**config.mk**
```make
export PLATFORM = sky130hd
export DESIGN_NAME = decomp_dict_reconstruct
export DESIGN_NICKNAME = d
export VERILOG_FILES = /design/src/rtl/decomp_dict_reconstruct.sv
export SDC_FILE = /design/constraint.sdc
export NUM_CORES = 1
export LEC_CHECK = 0
export ABC_AREA = 1
export CAP_MARGIN = 20
export CORE_AREA = 2 2 212 214
export DETAILED_ROUTE_END_ITERATION = 8
export DIE_AREA = 0 0 214 216
export PLACE_DENSITY = 0.8
export SYNTH_ARGS = -nofsm -noshare
export SYNTH_HDL_FRONTEND = slang
export SYNTH_SLANG_ARGS = --single-unit
export TNS_END_PERCENT = 1
```
**constraint.sdc**
```tcl
create_clock -name i_clk -period 2.2 [get_ports i_clk]
set_clock_uncertainty 0.05 [all_clocks]
set_input_delay 0.44 -clock i_clk [delete_from_list [all_inputs] [get_ports i_clk]]
set_output_delay 0.44 -clock i_clk [all_outputs]
set_load 0.02 [all_outputs]
```
**src/rtl/decomp_dict_reconstruct.sv**
```systemverilog
// Rebuilds 32-bit words from decoded tokens against a 16-entry FIFO dictionary
// that tracks the compressor's dictionary; one-entry valid/ready output register.
module decomp_dict_reconstruct #(
  parameter int unsigned INPUT_WORD = 32,
  parameter int unsigned DICT_ENTRY = 16,
  parameter int unsigned DICT_WORD  = 32
) (
  input  logic                          i_clk,
  input  logic                          i_reset,
  input  logic                          i_flush,
  input  logic                          i_valid,
  output logic                          o_ready,
  input  logic [1:0]                    i_type_matched,
  input  logic                          i_align,
  input  logic [$clog2(DICT_ENTRY)-1:0] i_location,
  input  logic [INPUT_WORD-1:0]         i_literal,
  output logic                          o_valid,
  input  logic                          i_ready,
  output logic [INPUT_WORD-1:0]         o_word,
  output logic                          o_err
);

  localparam int unsigned LOC_W  = $clog2(DICT_ENTRY);
  localparam int unsigned FILL_W = LOC_W + 1;

  logic [DICT_ENTRY-1:0][DICT_WORD-1:0] dict;
  logic [LOC_W-1:0]                     wr_ptr;
  logic [FILL_W-1:0]                    fill;

  logic [DICT_WORD-1:0]  dict_rd;
  logic [INPUT_WORD-1:0] merged;
  logic                  accept;
  logic                  do_write;
  logic                  bad_ref;

  assign o_ready  = ~i_flush & (~o_valid | i_ready);
  assign accept   = i_valid & o_ready;
  assign do_write = accept & (i_type_matched != 2'b11);
  assign bad_ref  = accept & (i_type_matched != 2'b00) &
                    ({1'b0, i_location} >= fill);
  assign dict_rd  = dict[i_location];

  // Merge reads the pre-edge dictionary, so a same-edge write never bypasses
  always_comb begin
    merged = i_literal;
    case (i_type_matched)
      2'b01:   merged = i_align ? {i_literal[15:0], dict_rd[15:0]}
                                : {dict_rd[31:16], i_literal[15:0]};
      2'b10:   merged = i_align ? {i_literal[7:0], dict_rd[23:0]}
                                : {dict_rd[31:8], i_literal[7:0]};
      2'b11:   merged = dict_rd;
      default: merged = i_literal;
    endcase
  end

  // Dictionary, write pointer, fill level and sticky error
  always_ff @(posedge i_clk) begin
    if (i_reset || i_flush) begin
      dict   <= '0;
      wr_ptr <= '0;
      fill   <= '0;
      o_err  <= 1'b0;
    end else begin
      if (do_write) begin
        dict[wr_ptr] <= merged;
        wr_ptr       <= wr_ptr + LOC_W'(1);
        if (fill != FILL_W'(DICT_ENTRY)) begin
          fill <= fill + FILL_W'(1);
        end
      end
      if (bad_ref) begin
        o_err <= 1'b1;
      end
    end
  end

  // Output register; flush leaves it alone, reset discards any pending word
  always_ff @(posedge i_clk) begin
    if (i_reset) begin
      o_valid <= 1'b0;
      o_word  <= '0;
    end else if (accept) begin
      o_valid <= 1'b1;
      o_word  <= merged;
    end else if (i_ready) begin
      o_valid <= 1'b0;
    end
  end

endmodule
```
; ---- Word level (Yosys, flattened, before mapping)
; Index checks and enable logic that the tools add are counted.
[word_totals]
ff_bits = 555
latch_bits = 0
ram_bits = 0
rom_bits = 0
input_bits = 44
out_inout_bits = 35
elab_cells = 55
n_memories = 0
[classes]
add_sub_neg = 2
multipliers = 0
div = 0
n_lt_le_gt_ge = 4
n_eq_ne = 5
n_shift = 0
n_mux = 10
bitwise = 8
reduce_logical = 5
[op_table]
columns = cell, n
row1 = $bwmux 512, 1
row2 = $bmux 32 s4, 1
row3 = $demux 32 s4, 1
row4 = $mux 32, 4
row5 = $pmux 32 s3, 1
row6 = $lt 4x5->1 const B, 2
row7 = $add 5x1->5 const B, 1
row8 = $and 1x1->1, 5
row9 = $ge 4x5->1, 1
row10 = $ne 5x5->1 const B, 1
row11 = $add 4x1->4 const B, 1
row12 = $eq 2x2->1 const B, 2
row13 = $ge 4x1->1 const B, 1
row14 = $reduce_bool 2->1, 2
row15 = $eq 2x1->1 const B, 1
row16 = $mux 1, 2
row17 = $ne 2x2->1 const B, 1
row18 = $not 1->1, 2
row19 = $reduce_and 2->1, 1
row20 = $logic_and 1x1->1, 1
row21 = $logic_or 1x1->1, 1
row22 = $or 1x1->1, 1

; ---- Depth between registers and ports, before layout
; Gate-level depths: netlist of run 1.
[depth]
depth_word = 6
ltp_mapped = 14
mapped_depth_nobuf = 12

; ---- Worst setup path before layout of run 1
; Ideal clock, no wire load.
[synth_path]
kind = input to register
startpoint = input port i_location[1]
endpoint = register dict[362] in the netlist's numbering
setup_time_ns = 0.128
arrival_time_ns = 1.716
required_time_ns = 2.022
path_slack_ns = 0.306
cell_stages = 10
n_path_buf = 4
cell_sequence = buf_2 -> inv_2 -> buf_4 -> buf_2 -> nand3_1 -> nand3_1 -> a21oi_1 -> o22ai_2 -> buf_4 -> a21oi_1
[synth_between]
elab_chain_len = 5
[synth_rtl]
columns = item, line
row1 = "start, declared", 15  ; input logic [$clog2(DICT_ENTRY)-1:0] i_location,
row2 = $bmux 32 s4 *, 41  ; assign dict_rd = dict[i_location];
row3 = $mux 32 (implied by the code) *, 41
row4 = $mux 32 (on tied branches), "49, 47"
row5 = $pmux 32 s3 *, 46  ; case (i_type_matched)
row6 = $bwmux 512 *, 65  ; dict[wr_ptr] <= merged;
row7 = "end signal, assigned by index", 65
row8 = "end, declared", 26  ; logic [DICT_ENTRY-1:0][DICT_WORD-1:0] dict;
; Every way passes the cells marked *; elsewhere a longest branch is shown, timed or not. The select of a mux whose other input is x is not followed.
; A chain may end at the register's enable or synchronous reset.

; ---- Final worst setup path of run 1
[layout_path]
startpoint = register o_word[31]
endpoint = output port o_word[31]
[layout_lines]
columns = item, line
row1 = "start, declared", 19  ; output logic [INPUT_WORD-1:0] o_word,
row2 = "start signal, assigned", 84  ; o_word <= merged;
; No word-level cell between the ends.

==> summary.md, run 1 <==
| Metric | Value |
|---|---|
| Status | finished clean |
| Cell Chain, Critical Path | clkdlybuf4s50_1 |
| Total of warnings raised by yosys | 0 |
| Cts-stage hold buffer count | 0 |
| Maximum vdd drop | 0.000686 V |
| Clock Latency Late Sink | 0.63 ns |
| Vias post-DR | 27.6k |
| CTS tree | built |
| Crit path max-delay family | buffers and inverters |
| Register Area | 11100 sq um |
| Vias per cell | 5.81 |
| Gpl congestion | 0.970 |
| Pre-antenna DRT Iters | 6 |
| Synthesized area | between 20000 and 30000 sq um |
| Post-synthesis sequential area ratio | 41.1% |
| CTS Buf Count | 56 |
| Area leader, netlist | dfxtp_1 |
| Max transition margin | 68.4% |
| Full die area | between 40000 and 50000 sq um |
| Share of cells above drive strength 1 | between 10% and 20% |
| Multi-input gate area | around 12000 sq um |
| Layout area overhead | 18.8% |
| Max Cap Viol | 0 |
| Nets | 4176 |
| N_diodes | 0 |
| Post-DP HPWL | 53400 um |
| Largest net degree at the start of global routing | 69 |
| FF+latch count, synth | 555 |
| Placed insts | 4656 |
| Top FF cell, synth | dfxtp_1 |
| Port Buf Inserts | 78 |
| Final setup violation count | 0 |
| Critical path type | reg2out |
| CTS sink cnt | roughly 560 |
| Critical Path RT | 1.71 ns |
| Max clock buf depth | 3 |
| Worst Path Arrival | around 1.7 ns |
| Tmin final | 2.16 ns |
| Num ports | 79 |
| PwrDens | 708 nW/um^2 |
| Hold Vio Cnt, Final | 0 |
| Fill cells | ~3.5k |
| Element type at the critical path end | output pin |
| Crit path launch type | flip-flop |
| Vias in the first global route | 25.6k |
| Synth top area share | 41.1% |
| Fmax | 0.462 GHz |
| Cells after Synth | 4045 |
| Clock Root Buffer | clkbuf_16 |
| Largest stage delay on the critical path | about 0.65 ns |
| Overall routed net length | 85100 um |
| Std cell rows | 77 |
| Synth top area cells | dfxtp_1 41%, nand3_1 13%, nand2_1 13% |
| Total gr overflow | 0 |
| Syn_nets | a little over 4k |
| Die X | 214 um |
| Fin. max-slew vios | 0 |
| Max FO, Critical Path | 2 |
| Most frequent cells in the layout | 906 x nand2_1, 682 x nand3_1, 555 x dfxtp_1 |
| Routed WL per cell | approximately 18 um |
| First DRT Iteration DRCs | 3582 |
| Clk slew on worst S/H paths | 0.06 ns |
| WP buf/inv | 1 |
| Dpl ws | -0.286 ns |
| Unrepaired setup endpoints after global routing | no |
| DRC viols | 0 |
| Leakage power | about 14 nW |
| Initial Utilization | 61.6% |
| Antenna violations before repair | 0 |
| Core outline area | 43800 sq um |
| Tcrit/Tclk final | 98.3% |
| Post-synth EDFFs | 0 |
| Layout Cells excl Fill | 4761 |
| Ys async rst share | 0% |
| All-layer global routing usage | 36.3% |
| Slowest stage cell, crit path | clkdlybuf4s50_1 |
| Hold Path Class | reg2reg |
| Slew @ Worst Pin | 0.474 ns |
| Distinct cells, synth | 34 |
| First-pass GRT wire length | between 100000 and 150000 um |
| DIE HEIGHT | 216 um |
| Final worst setup slack | about 0.036 ns |
| Routed Antenna Nets | 0 |
| Avg Inst Size Synth | ~6.7 sq um |
| Commonest non-fill, non-tap cell in the layout | nand2_1 |
| H-tree depth | 2 |
-- flip-flops by register name, indices dropped and copies added (netlist names) --
register and flops:
o_valid 1, wr_ptr 4, dict 512, fill 5, o_word 32, o_err 1
-- kinds of logic after synthesis --
kind of cell    synth area share (%)
flops                           41.1
compound gates                  15.6
buf+inv                         12.8
simple gates                    29.9
fa+ha+maj                      0.463
-- synth_stat cells, types with 2 or more instances --
cell type and count:
nand2_1 906, nand3_1 682, dfxtp_1 555, inv_1 466, a21oi_1 464, o21ai_0 302, nor2_1 218, clkbuf_1 124
buf_2 107, buf_4 40, buf_1 27, nand2_2 25, buf_6 17, inv_2 17, o21a_1 17, o211ai_1 11
ha_1 10, or2_2 9, clkinv_1 7, o21ai_2 7, o22ai_2 7, nor2_4 5, nor2_8 5, nand2_4 3
nand4_1 3, nor3_1 2, o21ai_1 2
-- path summary, 6_finish.rpt --
check | startpoint | endpoint | depth (start not counted) | slack (ns)
max | o_word[31] | o_word[31] | 1 | 0.04
min | o_err | o_err | 2 | 0.41
max reg2reg | o_valid | dict[164] | 11 | 0.28
min reg2reg | o_err | o_err | 2 | 0.41
-- through the flow --
step           TNS (ns)  utilization, %  total power, mW  instance area, sq um  hold WS [ns]
2_1_floorplan         0               -             11.8                 27000         0.432
3_3_place_gp     -86.22            68.8             13.0                 30200         0.399
3_5_place_dp    -103.62            68.8             13.0                 30200         0.396
4_1_cts               0            73.2             22.7                 32100         0.410
5_1_grt               0            73.2             23.3                 32100         0.467
6_report              0            73.2             22.7                 32100         0.413
-- metal layers --
layer | GRT usage [%] | wire length [um] | share of wire (%)
met2 | 57.7 | 37800 | 44
met5 | 0 | 0 | 0
met4 | 22.6 | 5360 | 6.3
met3 | 5.34 | 8620 | 10
met1 | 46.6 | 33300 | 39
-- timing repair --
action / in CTS / in global routing
buffers inserted: 0 / 0
setup endpoints to repair: 1 / 0
resized for setup: 1 / 0
-- final cells by class --
cell class,count,share of cell area [%]
repair buffers,335,12.5
clock buffers,82,5.24
inverters,492,5.84
multi-input cells,2682,38.8
clock inverters,23,0.687
flip-flops and latches,555,34.6
well taps,592,2.31
-- report_power, final --
group	internal [mW]	total (mW)	switching, mW	leakage, nW
registers	10.1	10.2	0.0350	4.48
clock network	5.64	9.83	4.19	0.942
logic	1.03	2.71	1.68	9.08
(Power assumes the default switching activity.)
==> run 2: changes to the inputs <==
- CTS_CLUSTER_SIZE: unset -> 12
==> run 2 against run 1 <==
  * Critical path depth unchanged
  * Largest power group unchanged
  * Core utilization is 0.47 points lower
  * Highest routed layer unchanged
  * Sequential share of layout area is 0.23 points higher
  * Critical endpoint unchanged
  * Largest cell class unchanged
  * Die area stayed put
  * Cell area decreased by 0.65%
  * Via count shrank 0.30%
==> summary.md, run 2 (same netlist as run 1, synthesis figures left out) <==
| Metric | Value |
|---|---|
| Clock Latency Late Sink | 0.62 ns |
| Fin. max-slew vios | 0 |
| Most flops, register | dict |
| Clk slew on worst S/H paths | 0.07 ns |
| Antenna violations before repair | 0 |
| Clock power share | 41.5% |
| Layout Cells excl Fill | 4748 |
| PwrDens | approximately 700 nW/um^2 |
| PnR Total Power | 22.0 mW |
| Nets | approximately 4.2k |
| Largest net degree at the start of global routing | just under 70 |
| Placed instance area | 30200 sq um |
| H-tree depth | 2 |
| WP buf/inv | 1 |
| Reg2Reg Setup Slack | a little under 0.3 ns |
| Cell Chain, Critical Path | clkdlybuf4s50_1 |
| Fmax | 0.464 GHz |
| Hold Path Class | reg2reg |
| Status | finished clean |
| Total gr overflow | 0 |
| Routed WL per cell | 18.0 um |
| Final worst setup slack | 0.0427 ns |
| Switching share of power | around a quarter |
| Vias per cell | 5.81 |
| Port Buf Inserts | 78 |
| Slew @ Worst Pin | 0.478 ns |
| Core outline area | 43800 sq um |
| DIE HEIGHT | 216 um |
| Gpl congestion | 0.970 |
| Initial Utilization | 61.6% |
| Crit path max-delay family | buffers and inverters |
| Num ports | 79 |
| Crit path launch type | flip-flop |
| Tcrit/Tclk final | 98.1% |
| CTS Buf Count | 56 |
| Die X | roughly 210 um |
| Full die area | between 40000 and 50000 sq um |
| First-pass GRT wire length | 136000 um |
| Slowest stage cell, crit path | clkdlybuf4s50_1 |
| Design area | approximately 32000 sq um |
| Overall routed net length | between 80000 and 90000 um |
| Hold depth | 2 |
| Post-DP HPWL | 53400 um |
| Vias in the first global route | around 26k |
| Largest stage delay on the critical path | 0.65 ns |
| Layout area overhead | 18.0% |
| Pre-antenna DRT Iters | 7 |
| Top Registers | dict (512), o_word (32), fill (5) |
| Max Cap Viol | 0 |
| Leakage power | 14.4 nW |
| NetSw | 5.73 mW |
| Element type at the critical path end | output pin |
| Critical path type | reg2out |
| Flop pwr share | a little under half |
| P_int | between 15 and 20 mW |
| First DRT Iteration DRCs | 3598 |
| Max FO, Critical Path | 2 |
| N_diodes | 0 |
| WP depth | 1 |
| Most frequent cells in the layout | 906 x nand2_1, 682 x nand3_1, 555 x dfxtp_1 |
| Hold Vio Cnt, Final | 0 |
| Comb pwr share | 12.3% |
| CTS tree | built |
| Fin util | around 73% |
| Routed Antenna Nets | 0 |
| Reg2reg start | o_valid |
| CTS sink cnt | 555 |
| Share of cells above drive strength 1 | 10.3% |
| Clock Root Buffer | clkbuf_16 |
| Unrepaired setup endpoints after global routing | no |
| Placed insts | roughly 4.7k |
| Largest register FFs | 512 |
| Hold EP | o_err |
| Max clock buf depth | 3 |
| Tmin final | 2.16 ns |
| Vias post-DR | 27.6k |
| Critical Path RT | 1.71 ns |
| Final setup violation count | 0 |
| Hold path startpoint | o_err |
| Worst Path Arrival | around 1.7 ns |
| All-layer global routing usage | 36.4% |
| Setup total negative slack | 0 ns |
| Worst r2r dst | dict[502] |
| DRC viols | 0 |
| Dpl ws | -0.286 ns |
| Commonest non-fill, non-tap cell in the layout | nand2_1 |
| Maximum vdd drop | 0.000706 V |
| Cts-stage hold buffer count | 0 |
| Final hold slack | 0.413 ns |
| Std cell rows | 77 |
| Reg2reg path depth | 12 |
| Max transition margin | 68.1% |
[run 2: cell count changes in the layout (fill, tap and decap cells not counted), sizes merged]
cell,delta
clkinv,-10
clkinvlp,-3
inv,+1
clkbuf,+1
bufinv,-2
[run 2: area by class of cell]
type | count | area [sq um]
clock buffers | 83 | 1610
well taps | 592 | 741
clock inverters | 9 | 77.6
multi-input cells | 2682 | 12400
flip-flops and latches | 555 | 11100
repair buffers | 335 | 4000
inverters | 492 | 1870
fillers | 3591 | 12000
[run 2: worst max path at each step]
stage                            from          to  slack [ns]
finish                     o_word[31]  o_word[31]        0.04
global route               o_word[31]  o_word[31]        0.01
CTS                        o_word[31]  o_word[31]        0.03
detailed placement  i_type_matched[1]    dict[53]       -0.29
global placement              i_ready   dict[502]       -0.24
floorplan               i_location[1]   dict[362]        0.31
[run 2: power groups by stage]
stage               Clock [mW]  Combinational (mW)  Sequential (mW)
floorplan                    0                1.39             10.4
global placement             0                2.62             10.4
detailed placement           0                2.64             10.4
CTS                       9.17                2.65             10.2
global route              9.60                2.87             10.2
finish                    9.14                2.71             10.2
[run 2: per-layer routing]
| layer | share of wire (%) | routed length (um) | track usage (%) | up-vias |
|---|---|---|---|---|
| met5 | 0 | 0 | 0 | - |
| met4 | 6.7 | 5750 | 23.6 | 0 |
| met3 | 10 | 8820 | 4.79 | 328 |
| met2 | 44 | 37800 | 57.5 | 1613 |
| met1 | 39 | 32900 | 47.0 | 12500 |
| li1 | - | - | - | 13200 |
[run 2: what timing repair did]
action	in CTS	in global routing
setup buffers	0	0
setup endpoints to repair	1	0
gates resized for setup	1	0
